[config.mk]
export PLATFORM = sky130hd
export DESIGN_NAME = note_lane_scroller
export DESIGN_NICKNAME = d
export VERILOG_FILES = /design/src/rtl/note_scroll_pkg.sv /design/src/rtl/note_window_shift.sv /design/src/rtl/note_lane_scroller.sv
export SDC_FILE = /design/constraint.sdc
export NUM_CORES = 1
export LEC_CHECK = 0
export BUFFER_PORTS_ARGS = -buffer_cell sky130_fd_sc_hd__buf_2
export CAP_MARGIN = 10
export CORE_AREA = 3 3 127 80
export CTS_CLUSTER_DIAMETER = 100
export DETAILED_ROUTE_END_ITERATION = 10
export DIE_AREA = 0 0 130 83
export GPL_TIMING_DRIVEN = 0
export HOLD_SLACK_MARGIN = 0.03
export PLACE_DENSITY = 0.79
export SYNTH_ARGS = -nofsm -noshare
export SYNTH_HDL_FRONTEND = slang
export SYNTH_HIERARCHICAL = 1
export SYNTH_SLANG_ARGS = --single-unit
[constraint.sdc]
create_clock -name clk -period 2.9 [get_ports clk]
set_clock_uncertainty 0.1 [all_clocks]
set_input_delay 0.145 -clock clk [delete_from_list [all_inputs] [get_ports clk]]
set_output_delay 0.145 -clock clk [all_outputs]
set_load 0.1 [all_outputs]
[src/rtl/note_scroll_pkg.sv]
// Shared definitions for the note lane scroller: FSM state encoding, default widths
// agreed with the LED driver and song ROM, and window row/lane bit-index helpers.
package note_scroll_pkg;

  typedef enum logic [2:0] {
    ST_IDLE  = 3'd0,
    ST_PRIME = 3'd1,
    ST_RUN   = 3'd2,
    ST_DRAIN = 3'd3,
    ST_DONE  = 3'd4
  } scroll_state_e;

  localparam int DEF_LANES    = 2;
  localparam int DEF_DEPTH    = 10;
  localparam int DEF_SUBSTEPS = 7;
  localparam int DEF_JUDGE    = 1;
  localparam int DEF_ADDR_W   = 11;
  localparam int DEF_TICK_W   = 17;
  localparam int DEF_COMBO_W  = 8;
  localparam int OFFSET_W     = 3;

  // Window layout: row r, lane i lives at bit r*lanes + i.
  function automatic int row_lsb(input int row, input int lanes);
    return row * lanes;
  endfunction

  function automatic int cell_bit(input int row, input int lane, input int lanes);
    return row * lanes + lane;
  endfunction

endpackage

[src/rtl/note_window_shift.sv]
// Visible note window: DEPTH rows of LANES bits with shift/insert, judge-row clearing
// on hits, and miss detection for notes leaving row 0.
module note_window_shift
  import note_scroll_pkg::*;
#(
  parameter int LANES = DEF_LANES,
  parameter int DEPTH = DEF_DEPTH,
  parameter int JUDGE = DEF_JUDGE
) (
  input  logic                   clk,
  input  logic                   rst,
  input  logic                   clr_i,
  input  logic                   hit_en_i,
  input  logic [LANES-1:0]       hit_i,
  input  logic                   shift_i,
  input  logic [LANES-1:0]       ins_i,
  output logic [DEPTH*LANES-1:0] win_o,
  output logic [LANES-1:0]       hit_mask_o,
  output logic                   miss_o,
  output logic                   empty_o
);

  localparam int W    = DEPTH * LANES;
  localparam int JLSB = row_lsb(JUDGE, LANES);

  logic [W-1:0] win_q;
  logic [W-1:0] win_d;
  logic [W-1:0] clr_mask;
  logic [W-1:0] cleared;

  // Hits clear the judge row first, so a hit cell shifted out the same cycle is not a miss.
  always_comb begin
    hit_mask_o             = hit_en_i ? (hit_i & win_q[JLSB +: LANES]) : '0;
    clr_mask               = '0;
    clr_mask[JLSB +: LANES] = hit_mask_o;
    cleared                = win_q & ~clr_mask;
    miss_o                 = shift_i && (|cleared[LANES-1:0]);
    win_d                  = cleared;
    if (clr_i) begin
      win_d = '0;
    end else if (shift_i) begin
      win_d = {ins_i, cleared[W-1:LANES]};
    end
  end

  always_ff @(posedge clk) begin
    if (rst) begin
      win_q <= '0;
    end else begin
      win_q <= win_d;
    end
  end

  assign win_o   = win_q;
  assign empty_o = (win_q == '0);

endmodule

[src/rtl/note_lane_scroller.sv]
// Rhythm-game note scroller: fetches chart steps from a 1-cycle sync ROM, scrolls them
// through the LED window with sub-row offset, judges hits/misses and tracks combo.
// Optional NOTE_SCROLL_PAUSE_EN adds a `pause` input that freezes scrolling in RUN/DRAIN.
module note_lane_scroller
  import note_scroll_pkg::*;
#(
  parameter int LANES    = DEF_LANES,
  parameter int DEPTH    = DEF_DEPTH,
  parameter int SUBSTEPS = DEF_SUBSTEPS,
  parameter int JUDGE    = DEF_JUDGE,
  parameter int ADDR_W   = DEF_ADDR_W,
  parameter int TICK_W   = DEF_TICK_W,
  parameter int COMBO_W  = DEF_COMBO_W
) (
  input  logic                   clk,
  input  logic                   rst,
  input  logic                   start,
  input  logic [ADDR_W-1:0]      chart_len,
  input  logic [TICK_W-1:0]      tick_period,
  output logic [ADDR_W-1:0]      chart_addr,
  input  logic [LANES-1:0]       chart_data,
  input  logic [LANES-1:0]       hit,
  input  logic                   ack,
`ifdef NOTE_SCROLL_PAUSE_EN
  input  logic                   pause,
`endif
  output logic [DEPTH*LANES-1:0] note_map,
  output logic [OFFSET_W-1:0]    offset,
  output logic                   judge_hit,
  output logic                   judge_miss,
  output logic [COMBO_W-1:0]     combo,
  output logic                   busy,
  output logic                   finish
);

  localparam int CNT_W = $clog2(LANES + 1);
  localparam int SUM_W = COMBO_W + CNT_W;
  localparam logic [OFFSET_W-1:0] OFF_LAST = OFFSET_W'(SUBSTEPS - 1);

  function automatic logic [CNT_W-1:0] popcount(input logic [LANES-1:0] v);
    logic [CNT_W-1:0] c;
    c = '0;
    for (int i = 0; i < LANES; i++) begin
      c = c + CNT_W'(v[i]);
    end
    return c;
  endfunction

  function automatic logic [COMBO_W-1:0] sat_add(input logic [COMBO_W-1:0] a,
                                                 input logic [CNT_W-1:0]   n);
    logic [SUM_W-1:0] s;
    s = SUM_W'(a) + SUM_W'(n);
    return (|s[SUM_W-1:COMBO_W]) ? '1 : s[COMBO_W-1:0];
  endfunction

  scroll_state_e        state_q;
  logic [ADDR_W-1:0]    len_q;
  logic [TICK_W-1:0]    period_q;
  logic [TICK_W-1:0]    tick_q;
  logic [OFFSET_W-1:0]  offset_q;
  logic [ADDR_W-1:0]    step_q;
  logic [ADDR_W-1:0]    addr_q;
  logic [LANES-1:0]     next_step_q;
  logic                 refill_q;
  logic [COMBO_W-1:0]   combo_q;
  logic                 judge_hit_q;
  logic                 judge_miss_q;
  logic                 busy_q;
  logic                 finish_q;

  logic                 paused;
  logic                 run_en;
  logic                 tick_term;
  logic                 shift_en;
  logic                 win_clr;
  logic [LANES-1:0]     ins_step;
  logic [LANES-1:0]     hit_mask;
  logic                 miss;
  logic                 win_empty;

`ifdef NOTE_SCROLL_PAUSE_EN
  assign paused = pause;
`else
  assign paused = 1'b0;
`endif

  assign run_en    = ((state_q == ST_RUN) || (state_q == ST_DRAIN)) && !paused;
  assign tick_term = (tick_q == period_q);
  assign shift_en  = run_en && tick_term && (offset_q == OFF_LAST);
  assign win_clr   = ((state_q == ST_IDLE) && start) || ((state_q == ST_DONE) && ack);

  // A refill still pending at shift time means ROM data is the step to insert.
  always_comb begin
    ins_step = '0;
    if (state_q == ST_RUN) begin
      ins_step = refill_q ? chart_data : next_step_q;
    end
  end

  note_window_shift #(
    .LANES (LANES),
    .DEPTH (DEPTH),
    .JUDGE (JUDGE)
  ) u_window (
    .clk        (clk),
    .rst        (rst),
    .clr_i      (win_clr),
    .hit_en_i   (run_en),
    .hit_i      (hit),
    .shift_i    (shift_en),
    .ins_i      (ins_step),
    .win_o      (note_map),
    .hit_mask_o (hit_mask),
    .miss_o     (miss),
    .empty_o    (win_empty)
  );

  always_ff @(posedge clk) begin
    if (rst) begin
      state_q      <= ST_IDLE;
      tick_q       <= '0;
      offset_q     <= '0;
      step_q       <= '0;
      addr_q       <= '0;
      refill_q     <= 1'b0;
      combo_q      <= '0;
      judge_hit_q  <= 1'b0;
      judge_miss_q <= 1'b0;
      busy_q       <= 1'b0;
      finish_q     <= 1'b0;
    end else begin
      judge_hit_q  <= 1'b0;
      judge_miss_q <= 1'b0;
      case (state_q)
        ST_IDLE: begin
          if (start) begin
            len_q    <= chart_len;
            period_q <= tick_period;
            combo_q  <= '0;
            addr_q   <= '0;
            tick_q   <= '0;
            offset_q <= '0;
            step_q   <= '0;
            refill_q <= 1'b0;
            if (chart_len == '0) begin
              state_q  <= ST_DONE;
              finish_q <= 1'b1;
            end else begin
              state_q <= ST_PRIME;
              busy_q  <= 1'b1;
            end
          end
        end
        // ROM has been presenting address 0 since IDLE, so step 0 is ready now.
        ST_PRIME: begin
          next_step_q <= chart_data;
          addr_q      <= addr_q + 1'b1;
          state_q     <= ST_RUN;
        end
        ST_RUN, ST_DRAIN: begin
          if (run_en) begin
            if (tick_term) begin
              tick_q   <= '0;
              offset_q <= (offset_q == OFF_LAST) ? '0 : offset_q + 1'b1;
            end else begin
              tick_q <= tick_q + 1'b1;
            end
            if (refill_q) begin
              next_step_q <= chart_data;
              refill_q    <= 1'b0;
            end
            if (shift_en && (state_q == ST_RUN)) begin
              step_q   <= step_q + 1'b1;
              addr_q   <= addr_q + 1'b1;
              refill_q <= 1'b1;
              if (step_q + 1'b1 == len_q) begin
                state_q <= ST_DRAIN;
              end
            end
            judge_hit_q  <= |hit_mask;
            judge_miss_q <= miss;
            combo_q      <= miss ? '0 : sat_add(combo_q, popcount(hit_mask));
            if ((state_q == ST_DRAIN) && win_empty) begin
              state_q  <= ST_DONE;
              busy_q   <= 1'b0;
              finish_q <= 1'b1;
            end
          end
        end
        ST_DONE: begin
          if (ack) begin
            state_q  <= ST_IDLE;
            finish_q <= 1'b0;
            addr_q   <= '0;
          end
        end
        default: begin
          state_q <= ST_IDLE;
          busy_q  <= 1'b0;
        end
      endcase
    end
  end

  assign chart_addr = addr_q;
  assign offset     = offset_q;
  assign judge_hit  = judge_hit_q;
  assign judge_miss = judge_miss_q;
  assign combo      = combo_q;
  assign busy       = busy_q;
  assign finish     = finish_q;

endmodule

Yosys cells after proc, flatten, opt, wreduce, memory -nomap -nowiden --
Index checks and enable logic that the tools add are counted.
Word-level totals: input bits 36, register bits 108, bits in writable memories 0, memory bits (read-only) 0, bits in latches 0, logic and storage cells 128, memories kept 0
Operators by class: multiplexer cells 51, shifts and indexed selects 0, reduce and logical (&&, ||, !) cells 32, div/mod/pow operators 0, add/sub/neg operators 6, order comparisons 0, equality and inequality tests 17, bitwise logic cells 7, multiply operators 0
Operators by type and width (number):
- $mux W11 | 6
- $mux W17 | 3
- $pmux W11 S4 | 1
- $pmux W17 S2 | 1
- $mux W3 | 11
- $mux W8 | 4
- $add A11 B1 Y11 const B | 2
- $pmux W11 S2 | 1
- $and A20 B20 Y20 | 1
- $logic_not A20 Y1 | 1
- $mux W20 | 1
- $not A4 Y20 | 1
- $add A17 B1 Y17 const B | 1
- $eq A17 B17 Y1 | 1
- $pmux W8 S2 | 1
- $reduce_and A5 Y1 | 3
- $ne A2 B2 Y1 const B | 7
- $mux W1 | 12
- $pmux W3 S4 | 1
- $reduce_or A2 Y1 | 6
- $eq A11 B11 Y1 | 1
- $logic_not A11 Y1 | 1
- $add A8 B2 Y9 | 1
- $reduce_and A3 Y1 | 3
- other kinds (23) | 42

Logic depth before layout (Yosys ltp) --
Gate-level depths: netlist of run 1.
word-level depth 10, gate-level depth with buffers 13, mapped depth without buffers 13

By module --
Netlist of run 1, hierarchy kept.
Modules (own cells, without submodules):
- note_lane_scroller | cells each 457, area an instance 4254.1 um^2, instances 1
- note_window_shift | cells each 83, area an instance 859.6 um^2, instances 1

Worst setup path before layout of run 1 --
OpenSTA, ideal clock, no wires.
kind flip-flop to flip-flop, from reg u_window.win_q[2] (netlist: u_window/win_o[2]), to reg combo_q[3] (netlist: combo[3]), cell stages (with the launch flop) 12, path buffers 0, path slack -81 ps, arrival 2813 ps, library setup time 68 ps, required time 2732 ps, cells stage by stage dfxtp_1 > and3_1 > inv_1 > fa_1 > inv_1 > ha_1 > and3_1 > nand2_1 > or2_2 > o31ai_1 > a22oi_1 > nor2_1
Between the ends: longest elaborated chain between the ends 9
Ends and longest elaborated chain:
- start: declaration | line note_window_shift.sv:26 | logic [W-1:0] win_q;
- start signal: assignment | line note_window_shift.sv:50 | win_q <= win_d;
- $and A2 B2 Y2 * | line note_window_shift.sv:33 | hit_mask_o = hit_en_i ? (hit_i & win_q[JLSB +: LANES]) : '0;
- $mux W2 * | line note_window_shift.sv:33
- via hit_mask[0] | line note_lane_scroller.sv:77 | logic [LANES-1:0] hit_mask;
- $add A1 B1 Y2 * | line note_lane_scroller.sv:44 | c = c + CNT_W'(v[i]);
- $add A8 B2 Y9 * | line note_lane_scroller.sv:52 | s = SUM_W'(a) + SUM_W'(n);
- $reduce_or A2 Y1 | line note_lane_scroller.sv:53 | return (|s[SUM_W-1:COMBO_W]) ? '1 : s[COMBO_W-1:0];
- $mux W8 * | line note_lane_scroller.sv:53
- $mux W8 * | line note_lane_scroller.sv:182 | combo_q <= miss ? '0 : sat_add(combo_q, popcount(hit_mask));
- $mux W8 * | line note_lane_scroller.sv:161 | if (run_en) begin
- $pmux W8 S2 * | line note_lane_scroller.sv:134 | case (state_q)
- end signal: assignment | line note_lane_scroller.sv:182
- end: declaration | line note_lane_scroller.sv:65 | logic [COMBO_W-1:0] combo_q;
Mark *: on every way through the listed nets, which the timed path passes. The rest lies on a longest branch. The select of a mux whose other input is x is not followed. A chain may end at the register's enable or synchronous reset.

Worst setup path after layout of run 1 --
from reg step_q[0], to reg state_q[2]
Between the ends: longest elaborated chain between the ends 4
Ends and longest elaborated chain:
- start: declaration | line note_lane_scroller.sv:61 | logic [ADDR_W-1:0] step_q;
- start signal: assignment | line note_lane_scroller.sv:173 | step_q <= step_q + 1'b1;
- $add A11 B1 Y11 | line note_lane_scroller.sv:176 | if (step_q + 1'b1 == len_q) begin
- $eq A11 B11 Y1 | line note_lane_scroller.sv:176
- $ne A3 B3 Y1 (no line)
- $reduce_and A5 Y1 (no line)
- end signal: assignment | line note_lane_scroller.sv:177 | state_q <= ST_DRAIN;
- end signal: assignment | line note_lane_scroller.sv:184 | state_q <= ST_DONE;
- end signal: assignment | line note_lane_scroller.sv:192 | state_q <= ST_IDLE;
- end: declaration | line note_lane_scroller.sv:56 | scroll_state_e state_q;
No other way between the ends.

==> results.md, run 1 <==
## Timing
• 113.9 ps — smallest setup slack after layout
• 0 — Max Slew Vio Count
• 869.5 ps — Worst-Margin Slew
• 358.9 MHz — top achievable clock speed
• 96.07% — crit share post-route
• 41.50% — Slew HR
• 0 ps — setup total negative slack
• 52.45 ps — final hold slack
• 0 — number of failing hold endpoints at the final stage
• 2786 ps — final critical path time including I/O delays and setup
• 0 — Setup-failing EPs final

## Clock tree
• clkbuf_16 — buffer cell driving the clock tree root
• 350 ps — clk_lat worst skew
• 70 ps — clock transition at the register clock pins on the worst setup and hold paths after CTS
• done — TritonCTS clock tree
• 3 — depth of the CTS H-tree
• 2 — buffer levels on the longest clock path
• 108 — clock sink total
• 9 — clock buffer count from CTS

## Global route
• met2 — most used routing layer
• 32.71% — met1 Resource Use GR
• 0 — initial antenna violation count
• 23 — largest net degree at the start of global routing
• 4250 — number of global-route vias before repair
• 37.45% — met2 track demand over resource in global routing
• 23.74% — total routing resource utilization after global routing
• 0 — GR Overflow Total
• 20690 um — first-pass GRT wire length
• 5.784% — met3 routing resource usage after global routing

## Place
• 738 — instance count after placement with tap cells included
• -455.7 ps — post-placement worst setup slack
• 0.9184 — RD Place Congestion
• 9027 um — post-detailed-placement half-perimeter wirelength
• 5684 um2 — instance area at placement
• 81 — number of buffers added on ports

## Synth
• 0% — share of synthesized registers carrying an async set or reset
• 6 — yosys synthesis warning count
• nor2_1 — cell with the most instances after synthesis
• 30 — number of enable-type register cells in the synthesized netlist
• dfxtp_1 — Synth Flop Type
• 108 — flip-flop and latch count after synthesis
• nor2_1 (80), dfxtp_1 (78), xor2_1 (36), nand2_1 (35), edfxtp_1 (30) — synth cell count leaders
• 581 — number of nets produced by synthesis
• 540 — Post-Syn Instances
• dfxtp_1 (31%), edfxtp_1 (18%), xor2_1 (6.2%), nor2_1 (5.9%), mux2i_1 (4.1%) — biggest area contributors in the synthesized netlist
• 5114 um2 — Post-Synthesis Cell Area
• 9.470 um2 — synthesized area per cell
• dfxtp_1 — post-synth top area cell
• 55 — number of distinct library cells after synthesis
• 48.15% — sequential fraction of the synthesis area
• 30.54% — top-area cell type share of the netlist area

## Die
• 27 — number of placement rows
• 130 um — width of the die
• 10790 um2 — floorplan die area
• 83 um — die height
• 82 — I/O Pins
• 9087 um2 — core region area
• 56.27% — starting density of the core

## Worst setup path
• flop — startpoint class of the critical path
• reg -> reg — Setup CP Type
• flop — element type at the critical path end
• step_q[0]$_SDFFE_PP0P_ — critical path launch point
• state_q[2]$_SDFFE_PP0P_ — CP Capture Point
• 2920 ps — worst endpoint data arrival time
• 8 — Worst Reg-to-Reg Cells
• step_q[0]$_SDFFE_PP0P_ — R2R Path Start
• state_q[2]$_SDFFE_PP0P_ — reg2reg end
• 110 ps — slack of the worst reg-to-reg path
• 3030 ps — data required time at the worst endpoint
• 6 — critical path fanouts, max

## Cells and area
• 70.69% — utilization after layout
• 6424 um2 — post-route cell area
• 25.62% — Layout Area Growth over Synthesis
• 0 — number of antenna cells inserted
• 2470 um2 — Sequential cell area
• 21.42% — proportion of layout cells with a drive suffix above 1
• 713 — Layout Nets
• 681 — fill cell count
• 793 — Non-Filler Instances
• 2531 um2 — area of combinational cells with multiple inputs

## Drt
• 413 — drt first-iter violations
• 16.22 um — WL per Instance
• 4614 — via total after detailed routing
• 12870 um — routed wire length
• 5 — first-pass iteration count of the detailed router
• 5.818 — Via density
• 0 — DRC viols
• 0 — post-detailed-route count of antenna-violating nets

## Hold path
• in -> reg — kind of path behind the tightest hold check

## Power
• 0.4045 mV — worst vdd rail ir drop
• 4.059 mW — overall power
• 2.525 nW — static leakage
• 631.9 nW/um2 — Power per Cell Area

## Run
• 0 — number of max-capacitance violations reported

## Run status
• finished clean — run status

-- cells by family (layout without fill, tap and decap cells) --
family          Yosys count  in the layout  synth area share, %
xor+xnor                 51             51                8.735
simple gates            230            230                22.54
fa+ha+maj                 5              5                1.370
compound gates           90             90                10.81
mux                      24             24                4.771
buf+inv                  32            169                3.621
flops                   108            108                48.15
-- flip-flops by register name (all words and copies together) (netlist names) --
register / flops
refill_q: 1
offset: 3
u_window/win_o: 20
judge_miss: 1
finish: 1
judge_hit: 1
busy: 1
len_q: 11
next_step_q: 2
state_q: 3
period_q: 17
chart_addr: 11
combo: 8
step_q: 11
tick_q: 17
-- where the power goes --
part | switching [mW] | leakage [nW] | internal (mW) | total, mW
clock network | 0.533 | 0.153 | 0.745 | 1.28
registers | 0.0883 | 0.909 | 1.67 | 1.76
logic | 0.709 | 1.46 | 0.314 | 1.02
total | 1.33 | 2.52 | 2.73 | 4.06
-- repair_timing --
action,4_1_cts,5_1_grt
hold buffers,32,0
pin swaps,3,4
hold endpoints to repair,33,0
endpoints found under the setup margin,11,24
gates cloned,0,0
buffers inserted,2,6
gates resized for setup,8,13
-- critical path: stages (launching register included) --
cell       delay, ps
dfxtp_1          450
ha_1             310
nand3_2          180
xnor2_1          170
a2111oi_1        420
nand4_1          160
a211oi_1         330
a41oi_2          190
mux2_1           350
-- worst min path at each step --
stage / start / end / slack, ps / cells after the start
after floorplan: chart_len[0] / len_q[0]$_DFFE_PP_ / 140 / 0
after global placement: tick_period[5] / period_q[5]$_DFFE_PP_ / 220 / 1
after detailed placement: tick_period[4] / period_q[4]$_DFFE_PP_ / 220 / 1
after CTS: hit[0] / u_window/win_o[0]$_SDFFE_PP0P_ / 30 / 4
after global routing: hit[0] / u_window/win_o[0]$_SDFFE_PP0P_ / 70 / 4
final: hit[0] / u_window/win_o[0]$_SDFFE_PP0P_ / 50 / 4
-- cell usage in the layout (no fill, tap or decap), types with 3 or more instances in the layout --
master | Yosys | layout
or2_2 | 5 | 4
a21oi_1 | 28 | 28
o21ai_1 | 6 | 7
clkbuf_16 | 0 | 10
or4_1 | 3 | 3
and2_1 | 6 | 6
a31oi_1 | 4 | 4
and3_1 | 16 | 15
a311oi_1 | 4 | 4
or3_1 | 5 | 5
inv_1 | 10 | 10
nand4_1 | 9 | 9
nand3b_1 | 11 | 11
buf_4 | 0 | 8
nor2_1 | 80 | 79
buf_2 | 2 | 83
a211oi_1 | 3 | 3
a22oi_1 | 4 | 4
dfxtp_1 | 78 | 72
dfxtp_2 | 0 | 6
nand3_1 | 26 | 25
xnor2_1 | 15 | 15
mux2i_1 | 21 | 21
a21oi_2 | 4 | 4
dlygate4sd3_1 | 0 | 32
nor4_1 | 11 | 8
ha_1 | 4 | 4
o21ai_0 | 24 | 23
edfxtp_1 | 30 | 30
nor3_1 | 8 | 7
buf_6 | 4 | 4
clkbuf_1 | 12 | 15
nand2b_2 | 2 | 3
nor4_2 | 1 | 3
xor2_1 | 36 | 36
nand2_1 | 35 | 35
-- per-layer routing --
layer / up-vias / routed length, um
li1: 2186 / -
met1: 2206 / 5911
met2: 207 / 5869
met3: 15 / 937
met4: 0 / 147
met5: - / 0
-- final cells by class --
| cell class | instances | area share (%) |
|---|---|---|
| Multi-Input combinational cell | 400 | 39.40 |
| Sequential cell | 108 | 38.45 |
| Timing Repair Buffer | 122 | 12.47 |
| Clock buffer | 14 | 4.285 |
| Tap cell | 116 | 2.259 |
| Buffer | 21 | 1.987 |
| Inverter | 10 | 0.6233 |
| Clock inverter | 2 | 0.5259 |
(Power assumes the default switching activity.)
==> inputs of run 2 (changes only) <==
--- a/config.mk
+++ b/config.mk
@@ -5,12 +5,13 @@
 export SDC_FILE = /design/constraint.sdc
 export NUM_CORES = 1
 export LEC_CHECK = 0
+export ABC_CLOCK_PERIOD_IN_PS = 2900
 export BUFFER_PORTS_ARGS = -buffer_cell sky130_fd_sc_hd__buf_2
 export CAP_MARGIN = 10
-export CORE_AREA = 3 3 127 80
+export CORE_AREA = 2 2 126 79
 export CTS_CLUSTER_DIAMETER = 100
 export DETAILED_ROUTE_END_ITERATION = 10
-export DIE_AREA = 0 0 130 83
+export DIE_AREA = 0 0 128 81
 export GPL_TIMING_DRIVEN = 0
 export HOLD_SLACK_MARGIN = 0.03
 export PLACE_DENSITY = 0.79
==> constraint.sdc (replaced) <==
create_clock -name clk -period 2.9 [get_ports clk]
set_clock_uncertainty 0.1 [all_clocks]
set_input_delay 0.145 -clock clk [delete_from_list [all_inputs] [get_ports clk]]
set_output_delay 0.145 -clock clk [all_outputs]
set_load 0.01 [all_outputs]
==> run 2 against run 1 <==
  * Sequential power barely moved
  * Hold slack lost 11 ps
  * Global-route usage rose by 0.62 points
  * Via count fell by 3.1%
  * Critical endpoint is now combo[3]$_SDFFE_PP0P_
  * Die area fell by 3.9%
  * Routed wire length is 3.3% lower
  * Clock power shrank 9%
  * Count of clock-buffer cells in the layout decreased by 1
  * Combinational power decreased by 16%
==> results.md, run 2 (synthesis gave the netlist of run 1 again) <==
## Run status
• finished clean — run status

## Timing
• 36.13% — Slew HR, -5.4 points
• 148.1 ps — smallest setup slack after layout, +34.18 ps
• 94.89% — crit share post-route, -1.2 points
• 2752 ps — final critical path time including I/O delays and setup, -34.18 ps
• 949.3 ps — Worst-Margin Slew, +79.85 ps
• 0 — Setup-failing EPs final, unchanged
• 0 ps — setup total negative slack, unchanged
• 363.4 MHz — top achievable clock speed, +1.2%
• 0 — number of failing hold endpoints at the final stage, unchanged
• 0 — Max Slew Vio Count, unchanged

## Die
• 54.46% — starting density of the core, -1.8 points
• 82 — I/O Pins, unchanged
• 10370 um2 — floorplan die area, -3.9%
• 28 — number of placement rows, +3.7%
• 9389 um2 — core region area, +3.3%
• 128 um — width of the die, -1.5%
• 81 um — die height, -2.4%

## Drt
• 0 — DRC viols, unchanged
• 4 — first-pass iteration count of the detailed router, -1
• 4473 — via total after detailed routing, -3.1%
• 0 — post-detailed-route count of antenna-violating nets, unchanged
• 12440 um — routed wire length, -3.3%
• 343 — drt first-iter violations, -17%
• 15.66 um — WL per Instance, -3.5%
• 5.634 — Via density, -3.2%

## Worst setup path
• 10 — critical path fanouts, max, +4
• flop — startpoint class of the critical path
• reg -> reg — Setup CP Type
• 3020 ps — data required time at the worst endpoint, about the same
• 2870 ps — worst endpoint data arrival time, -50 ps
• flop — element type at the critical path end

## Cells and area
• 794 — Non-Filler Instances, +0.13%
• 68.07% — utilization after layout, -2.6 points
• buf_2 — leading cell type in the layout, fill and taps excluded
• 24.98% — Layout Area Growth over Synthesis
• 0 — number of antenna cells inserted, unchanged
• buf_2 (83), nor2_1 (79), dfxtp_1 (75) — most frequent cells in the layout
• 20 — number of flip-flops in the largest register, unchanged
• 710 — Layout Nets, -0.42%
• 21.51% — proportion of layout cells with a drive suffix above 1, +0.095 points

## Global route
• 0 — GR Overflow Total, unchanged
• 24.36% — total routing resource utilization after global routing, +0.62 points
• 0 — initial antenna violation count, unchanged
• 24 — largest net degree at the start of global routing, +4.3%
• 19760 um — first-pass GRT wire length, -4.5%
• 4114 — number of global-route vias before repair, -3.2%

## Clock tree
• 9 — clock buffer count from CTS, unchanged
• done — TritonCTS clock tree
• 3 — depth of the CTS H-tree, unchanged
• 350 ps — clk_lat worst skew, about the same
• 108 — clock sink total, unchanged
• 70 ps — clock transition at the register clock pins on the worst setup and hold paths after CTS, about the same
• 2 — buffer levels on the longest clock path, unchanged
• clkbuf_16 — buffer cell driving the clock tree root

## Place
• -456.1 ps — post-placement worst setup slack, -0.3460 ps
• 81 — number of buffers added on ports, unchanged
• 742 — instance count after placement with tap cells included, +0.54%
• 8649 um — post-detailed-placement half-perimeter wirelength, -4.2%
• 0.9242 — RD Place Congestion, +0.63%

## Power
• 590.5 nW/um2 — Power per Cell Area, -6.6%
• 2.488 nW — static leakage, -1.4%
• 3.774 mW — overall power, -7.0%
• 0.4421 mV — worst vdd rail ir drop, +9.3%

## Run
• 0 — number of max-capacitance violations reported, unchanged

## Hold path
• in -> reg — kind of path behind the tightest hold check

-- run 2: cell types whose count changed in the layout (fill, tap and decap cells not counted), moves of 3 or more --
cell | previous run | this run
dfxtp_2 | 6 | 3
dlygate4sd3_1 | 32 | 29
dfxtp_1 | 72 | 75
clkinvlp_4 | 0 | 3
-- run 2: final timing paths --
kind                          startpoint                        to  slack (ps)  cells after the start
hold / removal             chart_data[1]  next_step_q[1]$_DFFE_PP_          40                      2
setup / recovery  tick_q[1]$_SDFFE_PP0P_     combo[3]$_SDFFE_PP0P_         150                     13
hold reg to reg    combo[1]$_SDFFE_PP0P_     combo[1]$_SDFFE_PP0P_         400                      2
setup reg to reg  tick_q[1]$_SDFFE_PP0P_     combo[3]$_SDFFE_PP0P_         150                     13
-- run 2: critical path, cell delays in order (launching register included) --
cell and delay [ps]:
dfxtp_1 460, xor2_1 110, nor4_2 260, buf_4 170, nand4_1 110, or2_4 290, nor3_4 120, buf_6 150
buf_12 130, o21a_1 180, nand2b_4 170, o21ai_0 100, a22oi_1 200, nor2_1 60
-- run 2: timing repair --
item / 4_1_cts / 5_1_grt
setup endpoints to repair: 10 / 15
setup buffers: 2 / 5
hold buffers: 29 / 0
gates cloned: 0 / 0
pin swaps: 3 / 3
endpoints found under the hold margin: 29 / 0
gates resized for setup: 6 / 14
-- run 2: final cells by class --
type | count | area (um2)
clock buffer | 13 | 260.3
timing repair buffer | 118 | 763.2
fill | 740 | 2998
inverter | 10 | 37.54
tap | 120 | 150.1
multi-input combinational | 400 | 2544
sequential | 108 | 2466
buffer | 22 | 147.6
clock inverter | 3 | 22.52
-- run 2: per-stage QoR --
| stage | cell area (um2) | hold slack [ps] |
|---|---|---|
| after floorplan | 5114 | 143.9 |
| after global placement | 5669 | 221.4 |
| after detailed placement | 5687 | 223.1 |
| after CTS | 6302 | 30.50 |
| after global routing | 6391 | 42.60 |
| final | 6391 | 41.95 |
-- run 2: metal layers --
| layer | vias to the layer above | track usage, % | wire [um] |
|---|---|---|---|
| met4 | 0 | 6.813 | 144 |
| met1 | 2095 | 33.94 | 5802 |
| li1 | 2182 | - | - |
| met3 | 18 | 5.929 | 893 |
| met5 | - | 0 | 0 |
| met2 | 178 | 38.24 | 5595 |
-- run 2: where the power goes --
part / internal (mW) / switching (mW) / total, mW
clock: 0.630 / 0.528 / 1.16
combinational: 0.302 / 0.556 / 0.859
sequential: 1.67 / 0.0860 / 1.76
==> inputs of run 3 (changes only) <==
==> constraint.sdc (replaced) <==
create_clock -name clk -period 2.9 [get_ports clk]
set_clock_uncertainty 0.1 [all_clocks]
set_input_delay 0.435 -clock clk [delete_from_list [all_inputs] [get_ports clk]]
set_output_delay 0.435 -clock clk [all_outputs]
set_load 0.01 [all_outputs]
==> run 3 against run 2 <==
  * Cell count down 3.7%
  * Sequential power hardly changed
  * Register-to-register slack better by 30 ps
  * Clock power hardly changed
  * Sequential share of layout area rose by 1.9 points
  * Routed wire length fell by 4.6%
  * Combinational power down 3.7%
  * Largest cell class unchanged
  * Largest power group unchanged
==> results.md, run 3 (synthesis gave the netlist of run 1 again) <==
## Power
• 46.9% — relative contribution of sequential cells to total power, +0.4 points
• 31.11% — switching part of the total, +0.091 points
• 2.578 mW — design internal power, -0.97%
• 3.742 mW — overall power, -0.84%
• 614.0 nW/um2 — Power per Cell Area, +4.0%
• 1.164 mW — net switching power of the design, -0.55%
• 22.1% — Combinational Power Share, -0.7 points
• 31.0% — power share of the clock group, +0.3 points
• 2.367 nW — static leakage, -4.9%
• 0.4310 mV — worst vdd rail ir drop, -2.5%

## Cells and area
• 19.18% — Layout Area Growth over Synthesis
• buf_2 — leading cell type in the layout, fill and taps excluded
• 0 — number of antenna cells inserted, unchanged
• 22.48% — proportion of layout cells with a drive suffix above 1, +0.97 points
• 681 — Layout Nets, -4.1%
• 20 — number of flip-flops in the largest register, unchanged
• 771 — fill cell count, +4.2%
• buf_2 (83), nor2_1 (79), dfxtp_1 (74) — most frequent cells in the layout

## Global route
• 0 — GR Overflow Total, unchanged
• 24 — largest net degree at the start of global routing, unchanged
• 18960 um — first-pass GRT wire length, -4.0%
• 0 — initial antenna violation count, unchanged
• 23.31% — total routing resource utilization after global routing, -1.1 points
• 3906 — number of global-route vias before repair, -5.1%

## Drt
• 0 — DRC viols, unchanged
• 11860 um — routed wire length, -4.6%
• 7 — first-pass iteration count of the detailed router, +3
• 5.693 — Via density, +1.1%
• 15.50 um — WL per Instance, -1.0%
• 384 — drt first-iter violations, +12%
• 0 — post-detailed-route count of antenna-violating nets, unchanged
• 4355 — via total after detailed routing, -2.6%

## Timing
• 927.5 ps — Worst-Margin Slew, -21.79 ps
• 0 — number of failing hold endpoints at the final stage, unchanged
• 2722 ps — final critical path time including I/O delays and setup, -29.42 ps
• 0 — Setup-failing EPs final, unchanged
• 37.59% — Slew HR, +1.5 points
• no — unrepaired setup endpoints after global routing
• 0 ps — setup total negative slack, unchanged
• 93.88% — crit share post-route, -1.0 points
• 177.5 ps — smallest setup slack after layout, +29.42 ps
• 155.5 ps — final hold slack, +113.6 ps
• 0 — Max Slew Vio Count, unchanged
• 367.3 MHz — top achievable clock speed, +1.1%

## Clock tree
• 2 — buffer levels on the longest clock path, unchanged
• 108 — clock sink total, unchanged
• clkbuf_16 — buffer cell driving the clock tree root
• 3 — depth of the CTS H-tree, unchanged
• 350 ps — clk_lat worst skew, about the same
• done — TritonCTS clock tree
• 0 — cts-stage hold buffer count, -100%
• 70 ps — clock transition at the register clock pins on the worst setup and hold paths after CTS, about the same
• 9 — clock buffer count from CTS, unchanged

## Worst setup path
• 6 — critical path fanouts, max, -4
• compound AO/OA/AOI/OAI gates — Worst path top cell family by delay
• 3040 ps — data required time at the worst endpoint, +20 ps
• reg -> reg — Setup CP Type
• 480 ps — Critical Path Max Stage Delay, +20 ps
• 0 — worst path bufs/invs, -3
• dfxtp_1 — slowest stage cell, crit path
• 2860 ps — worst endpoint data arrival time, about the same
• ha_1 -> nand3_1 -> xnor2_1 -> a2111oi_2 -> nand4_1 -> a211oi_2 -> a41oi_2 -> mux2_1 — ordered list of cells on the worst path
• flop — element type at the critical path end
• flop — startpoint class of the critical path

## Die
• 81 um — die height, unchanged
• 54.46% — starting density of the core, unchanged
• 128 um — width of the die, unchanged
• 10370 um2 — floorplan die area, unchanged
• 9389 um2 — core region area, unchanged
• 28 — number of placement rows, unchanged
• 82 — I/O Pins, unchanged

## Place
• 81 — number of buffers added on ports, unchanged
• 8649 um — post-detailed-placement half-perimeter wirelength, unchanged
• -456.1 ps — post-placement worst setup slack, unchanged
• 0.9242 — RD Place Congestion, unchanged

## Run
• 0 — number of max-capacitance violations reported, unchanged

## Hold path
• in -> reg — kind of path behind the tightest hold check

## Run status
• finished clean — run status

run 3: changes by cell type in the layout (fill, tap and decap cells not counted), sizes merged:
cell and change:
dlygate4sd3 -29
run 3: final timing paths:
check / start / end / slack, ps / depth (start not counted)
setup / recovery: step_q[0]$_SDFFE_PP0P_ / state_q[2]$_SDFFE_PP0P_ / 180 / 8
hold / removal: tick_period[14] / period_q[14]$_DFFE_PP_ / 160 / 1
hold reg to reg: combo[1]$_SDFFE_PP0P_ / combo[1]$_SDFFE_PP0P_ / 400 / 2
setup reg to reg: step_q[0]$_SDFFE_PP0P_ / state_q[2]$_SDFFE_PP0P_ / 180 / 8
run 3: power groups by stage:
stage	combinational, mW	clock [mW]	sequential, mW
2_1_floorplan	0.518	0	1.77
3_3_place_gp	0.721	0	1.78
3_5_place_dp	0.758	0	1.78
4_1_cts	0.771	1.17	1.75
5_1_grt	0.910	1.23	1.76
6_report	0.827	1.16	1.76
run 3: timing repair:
item / in CTS / in global routing
setup buffers: 2 / 5
setup endpoints to repair: 10 / 15
pin swaps: 3 / 3
gates resized for setup: 6 / 14
hold endpoints to repair: 0 / 0
run 3: through the flow:
step / instances / utilization, % / cell area (um2)
2_1_floorplan: 540 / - / 5114
3_3_place_gp: 741 / 60.38 / 5669
3_5_place_dp: 742 / 60.57 / 5687
4_1_cts: 760 / 64.03 / 6012
5_1_grt: 765 / 64.91 / 6095
6_report: 765 / 64.91 / 6095
run 3: layout make-up:
cell class | count | area, um2 | area share [%]
Sequential cell | 108 | 2467 | 40.48
Multi-Input combinational cell | 400 | 2536 | 41.61
Inverter | 10 | 37.54 | 0.6159
Timing Repair Buffer | 89 | 473.0 | 7.760
Tap cell | 120 | 150.1 | 2.464
Clock inverter | 3 | 22.52 | 0.3695
Buffer | 22 | 147.6 | 2.423
Clock buffer | 13 | 260.3 | 4.270
run 3: per-layer routing:
metal	wire, um	vias to the layer above	track usage (%)
met5	0	-	0
met1	5722	2032	33.71
met3	854	19	5.665
met4	152	0	6.813
met2	5128	180	34.87
li1	-	2124	-
run 3: worst register-to-register path, delay by kind of cell (launching register included):
kind	cells	cell delay [ps]
compound gates	3	790
flops	1	480
simple gates	2	410
mux	1	330
fa+ha+maj	1	300
xor+xnor	1	210
